File: src/rtl/axi_stream_burst_writer.sv
`default_nettype none
// ============================================================================
// Module : axi_stream_burst_writer
// Buffers a valid/ready word stream in a FWFT FIFO and writes it out as INCR
// AXI write bursts at linearly increasing byte addresses; flush forces a partial burst.
// Rev    : 1.0
// ============================================================================
module axi_stream_burst_writer #(
  parameter int unsigned         A_WIDTH     = 25,
  parameter int unsigned         D_WIDTH     = 16,
  parameter int unsigned         D_LEVEL     = 1,
  parameter logic [7:0]          BURST_LEN   = 8'd15,
  parameter int unsigned         FIFO_AWIDTH = 5,
  parameter logic [A_WIDTH-1:0]  BASE_ADDR   = '0
) (
  input  logic               rstn,
  input  logic               clk,
  input  logic               i_valid,
  output logic               i_ready,
  input  logic [D_WIDTH-1:0] i_data,
  input  logic               i_flush,
  output logic               o_flush_done,
  output logic               o_busy,
  output logic [31:0]        o_beat_cnt,
  output logic               awvalid,
  input  logic               awready,
  output logic [A_WIDTH-1:0] awaddr,
  output logic [7:0]         awlen,
  output logic               wvalid,
  input  logic               wready,
  output logic               wlast,
  output logic [D_WIDTH-1:0] wdata,
  input  logic               bvalid,
  output logic               bready
);

  typedef enum logic [1:0] {
    S_IDLE = 2'd0,
    S_AW   = 2'd1,
    S_W    = 2'd2,
    S_B    = 2'd3
  } state_t;

  localparam logic [FIFO_AWIDTH:0] FULL_CNT   = {1'b1, {FIFO_AWIDTH{1'b0}}};
  localparam logic [31:0]          FULL_BEATS = 32'(BURST_LEN) + 32'd1;

  state_t                   state_q, state_d;
  logic [D_WIDTH-1:0]       fifo_mem [0:(1<<FIFO_AWIDTH)-1];
  logic [FIFO_AWIDTH-1:0]   wr_ptr_q, wr_ptr_d;
  logic [FIFO_AWIDTH-1:0]   rd_ptr_q, rd_ptr_d;
  logic [FIFO_AWIDTH:0]     count_q, count_d;
  logic                     i_ready_q, i_ready_d;
  logic                     flush_pending_q, flush_pending_d;
  logic [A_WIDTH-1:0]       awaddr_q, awaddr_d;
  logic [7:0]               awlen_q, awlen_d;
  logic [7:0]               beat_q, beat_d;
  logic [31:0]              beat_cnt_q, beat_cnt_d;

  logic                     push;
  logic                     pop;
  logic                     full_ready;
  logic                     flush_empty;
  logic [31:0]              count_ext;
  logic [8:0]               burst_beats;

  assign awvalid      = (state_q == S_AW);
  assign wvalid       = (state_q == S_W);
  assign bready       = (state_q == S_B);
  assign wlast        = wvalid && (beat_q == awlen_q);
  // Data bus is held at zero outside the W phase so reset leaves it quiet.
  assign wdata        = wvalid ? fifo_mem[rd_ptr_q] : '0;
  assign awaddr       = awaddr_q;
  assign awlen        = awlen_q;
  assign i_ready      = i_ready_q;
  assign o_beat_cnt   = beat_cnt_q;
  assign o_busy       = (state_q != S_IDLE) || (count_q != '0);
  assign o_flush_done = flush_empty;

  assign push         = i_valid && i_ready_q;
  assign pop          = wvalid && wready;
  assign count_ext    = 32'(count_q);
  assign full_ready   = (count_ext >= FULL_BEATS);
  assign burst_beats  = {1'b0, awlen_q} + 9'd1;
  assign flush_empty  = (state_q == S_IDLE) && !full_ready && flush_pending_q && (count_q == '0);

  always_comb begin
    wr_ptr_d = push ? wr_ptr_q + 1'b1 : wr_ptr_q;
    rd_ptr_d = pop  ? rd_ptr_q + 1'b1 : rd_ptr_q;
    count_d  = count_q;
    case ({push, pop})
      2'b10:   count_d = count_q + 1'b1;
      2'b01:   count_d = count_q - 1'b1;
      default: count_d = count_q;
    endcase
    i_ready_d = (count_d != FULL_CNT);
  end

  always_comb begin
    state_d         = state_q;
    awaddr_d        = awaddr_q;
    awlen_d         = awlen_q;
    beat_d          = beat_q;
    beat_cnt_d      = beat_cnt_q;
    flush_pending_d = flush_pending_q | i_flush;
    case (state_q)
      S_IDLE: begin
        // A full burst takes priority over a pending flush.
        if (full_ready) begin
          awlen_d = BURST_LEN;
          state_d = S_AW;
        end else if (flush_pending_q && (count_q != '0)) begin
          awlen_d = 8'(count_ext - 32'd1);
          state_d = S_AW;
        end else if (flush_pending_q) begin
          flush_pending_d = 1'b0;
        end
      end
      S_AW: begin
        if (awready) begin
          beat_d  = '0;
          state_d = S_W;
        end
      end
      S_W: begin
        if (wready) begin
          beat_d = beat_q + 8'd1;
          if (wlast) begin
            state_d = S_B;
          end
        end
      end
      S_B: begin
        if (bvalid) begin
          state_d    = S_IDLE;
          beat_cnt_d = beat_cnt_q + 32'(burst_beats);
          awaddr_d   = awaddr_q + (A_WIDTH'(burst_beats) << D_LEVEL);
        end
      end
      default: state_d = S_IDLE;
    endcase
  end

  always_ff @(posedge clk or negedge rstn) begin
    if (!rstn) begin
      state_q         <= S_IDLE;
      wr_ptr_q        <= '0;
      rd_ptr_q        <= '0;
      count_q         <= '0;
      i_ready_q       <= 1'b0;
      flush_pending_q <= 1'b0;
      awaddr_q        <= BASE_ADDR;
      awlen_q         <= '0;
      beat_q          <= '0;
      beat_cnt_q      <= '0;
    end else begin
      state_q         <= state_d;
      wr_ptr_q        <= wr_ptr_d;
      rd_ptr_q        <= rd_ptr_d;
      count_q         <= count_d;
      i_ready_q       <= i_ready_d;
      flush_pending_q <= flush_pending_d;
      awaddr_q        <= awaddr_d;
      awlen_q         <= awlen_d;
      beat_q          <= beat_d;
      beat_cnt_q      <= beat_cnt_d;
    end
  end

  always_ff @(posedge clk) begin
    if (push) begin
      fifo_mem[wr_ptr_q] <= i_data;
    end
  end

endmodule
`default_nettype wire

File: config.mk
export PLATFORM = sky130hd
export DESIGN_NAME = axi_stream_burst_writer
export DESIGN_NICKNAME = d
export VERILOG_FILES = /design/src/rtl/axi_stream_burst_writer.sv
export SDC_FILE = /design/constraint.sdc
export NUM_CORES = 1
export LEC_CHECK = 0
export BUFFER_PORTS_ARGS = -buffer_cell sky130_fd_sc_hd__buf_4
export CORE_MARGIN = 2
export CORE_UTILIZATION = 60
export DETAILED_ROUTE_END_ITERATION = 7
export GPL_ROUTABILITY_DRIVEN = 1
export PLACE_DENSITY_LB_ADDON = 0.3
export SLEW_MARGIN = 20
export SYNTH_ARGS = -nofsm -noshare
export SYNTH_HDL_FRONTEND = slang
export SYNTH_SLANG_ARGS = --single-unit
File: constraint.sdc
create_clock -name clk -period 5.67 [get_ports clk]
set_input_delay 0.2835 -clock clk [delete_from_list [all_inputs] [get_ports clk]]
set_output_delay 0.2835 -clock clk [all_outputs]
set_load 0.05 [all_outputs]
==> flow_metrics.tcl <==
set metrics [dict create \
    finalPower_mw 13.8 \
    die_w_um 208 \
    worstPathMaxFanout 70 \
    clock_sinks 603 \
    total_leakage_power_nw 9.85 \
    reg2reg_to "i_ready" \
    io_buffers 109 \
    synth_top_area_share 0.617 \
    arrival_ns 3.92 \
    clockRootBuffer "clkbuf_16" \
    dieArea_um2 43200 \
    min_period_over_period 0.742 \
    rsz0062_at_grt "false" \
    fin_worst_skew_ns 0.0345 \
    setup_viol 0 \
    worstSetupStartpointType "register" \
    grt_max_degree 74 \
    syn-num-nets 1404 \
    cp-end-kind "output pin" \
    yosysWarnings 0 \
    clk_latency_ns 0.64 \
    dr.max_layer_used "met5" \
    max_freq_ghz 0.238 \
    placementRows 74 \
    synth_most_common_cell "edfxtp_1" \
    min_period_ns 4.21 \
    wirelength_um 56700 \
    max-slew-margin-rel 0.254 \
    stdcell_count 2080 \
    syn2layout_area_growth_pct 14.2 \
    drc 0 \
    synth_edf_count 512 \
    synth_cell_types 61 \
    critPathMaxStageDelay_ns 1.10 \
    drive_above_1_share 0.275 \
    design_area_um2 28500 \
    ctsResizeCount 0 \
    num_vias 13400 \
    ant_nets 0 \
    critPathSlowestCell "dfrtp_4" \
    grt.overflow.total 0 \
    place_congestion 0.844 \
    route.met3.wl_um 5620 \
    path_cells "buf_4 > mux4_2 > mux4_2 > mux2i_1 > nor2b_1 > buf_4" \
    track_usage 0.268 \
    cts_tree "built" \
    wl_per_cell_um 27.3 \
    worstMarginPinSlew_ns 1.12 \
    ys.flop_type "edfxtp_1" \
    grt_pass1_wl_um 85700 \
    clockBufferDepth 3 \
    diodes 0 \
    setup_tns_ns 0 \
    wl_met1_um 20900 \
    place_area_um2 26500 \
    synth_seq_area_share 0.709 \
    ir_drop_mv 0.450 \
    r2r_start "state_q[0]" \
    dp_hpwl_um 33000 \
    async_flop_share 0.151 \
    avgSynthCellArea_um2 18.5 \
    worstSetupPathType "register to output pin" \
    max_cap_viol_count 0 \
    grt_pass1_vias 13600 \
    r2r_cells 13 \
    nets 1557 \
    htree_levels 2 \
    finalHoldViolCount 0 \
    coreArea_um2 40900 \
    cts_buffers 59 \
    powerDensity_nw_per_um2 484 \
    crit_required_ns 5.39 \
    drtIter0Drc 1541 \
    outcome "complete, no violations" \
    synthTopCellsByArea "edfxtp_1 62%, mux4_2 14%, dfrtp_1 9.1%, xnor2_1 1.8%, ha_1 1.7%" \
    syn-cell-area_um2 24900 \
    netlist_instances 1346 \
    crit_path_start "rd_ptr_q[1]" \
    start_util 0.609 \
    synth_common_cells "512 x edfxtp_1, 160 x mux4_2, 91 x dfrtp_1, 70 x nor2_1, 58 x nand2_1" \
    clkSlewWorstSetupHoldPaths_ns 0.07 \
    place_inst 1968 \
    dr.pass1.iters 7 \
    ioPinCount 111 \
    r2r_slack_ns 2.09 \
    synth_seq_cells 603 \
    fp.dieH_um 208 \
    slew_violations 0 \
    crit_end "wdata[12]" \
    dr_wl_met2_um 28300 \
    synth_area_leader_cell "edfxtp_1" \
    via_per_inst 6.45 \
    hp-class "primary input to register" \
    antenna_found_initial 1 \
]
repair_timing:
action                                 4_1_cts  5_1_grt
endpoints found under the hold margin       20        0
hold buffers                                 2        0
setup buffers                                0        0
routing by layer:
metal	vias up	global-route usage
met5	-	0
li1	5678	-
met4	2	0.0981
met3	123	0.0570
met1	6828	0.359
met2	777	0.440
cell type report:
cell class | count | area [um^2]
fillers | 2505 | 12500
inverters | 25 | 93.8
multi-input cells | 655 | 6920
repair buffers | 155 | 1190
clock buffers | 67 | 1510
clock inverters | 43 | 415
well taps | 532 | 666
flip-flops and latches | 603 | 17700
report_power, final:
group          leakage, nW  total [mW]  switching, mW  internal, mW
combinational         3.13        4.31           2.40          1.91
sequential            5.80        5.59          0.417          5.17
clock                0.921        3.88           1.69          2.19
total                 9.85        13.8           4.51          9.27
logic make-up (layout without fill, tap and decap cells):
kind of cell    count (synthesis)  count (layout)  synth area share
other cells                     1               1          0.000151
mux                           179             179             0.152
compound gates                107             107            0.0281
flops                         603             603             0.709
buf+inv                        88             290            0.0150
simple gates                  257             257            0.0509
xor+xnor                       76              76            0.0267
fa+ha+maj                      35              35            0.0182
flip-flops by register name, indices dropped and copies added, names as in the netlist:
signal / count
state_q: 2
beat_q: 8
o_beat_cnt: 32
awlen: 7
count_q: 6
rd_ptr_q: 5
flush_pending_q: 1
awaddr: 24
fifo_mem: 512
i_ready: 1
wr_ptr_q: 5
worst min path at each step:
stage	cells past startpoint	to	slack [ns]	from
finish	1	fifo_mem[15][8]	0.05	i_data[8]
global route	1	fifo_mem[13][8]	0.04	i_data[8]
CTS	1	fifo_mem[15][8]	0.02	i_data[8]
detailed placement	1	o_beat_cnt[13]	0.17	rstn
global placement	1	o_beat_cnt[12]	0.17	rstn
floorplan	0	awaddr[10]	-0.01	rstn
layout by cell type (no fill, tap or decap), types with 7 or more instances in the layout:
master	synthesis	routed
clkinv_1	1	14
nor2_1	70	57
nand2_1	58	58
a21o_1	7	7
and2_1	8	8
o2111ai_1	7	7
o211ai_1	7	7
xor2_1	25	25
a21oi_1	22	22
inv_1	24	24
mux2i_1	17	17
clkinvlp_4	0	8
edfxtp_1	512	512
mux4_2	160	160
ha_1	33	33
clkbuf_16	0	59
nand4_1	20	20
dfrtp_1	91	88
nand3_1	23	23
nor2b_1	20	20
nor3_1	15	15
nor2_2	0	13
clkinv_2	0	13
o21ai_0	29	29
and3_1	10	10
xnor2_1	51	51
buf_4	4	151
clkbuf_1	34	8
stage by stage:
| stage | hold WS [ns] | util | setup slack, ns |
|---|---|---|---|
| 6_report | 0.0455 | 0.695 | 1.46 |
| 5_1_grt | 0.0430 | 0.695 | 1.39 |
| 4_1_cts | 0.0209 | 0.695 | 1.52 |
| 3_5_place_dp | 0.168 | 0.648 | 2.20 |
| 3_3_place_gp | 0.169 | 0.648 | 2.23 |
| 2_1_floorplan | -0.0121 | - | 2.38 |
worst max-delay path, delay by kind of cell (launching register included):
| kind | cells | cell delay (ns) |
|---|---|---|
| simple gates | 1 | 0.10 |
| flops | 1 | 1.10 |
| mux | 3 | 1.19 |
| buf+inv | 2 | 0.78 |
Note: power is estimated with default switching activity, not from simulation.
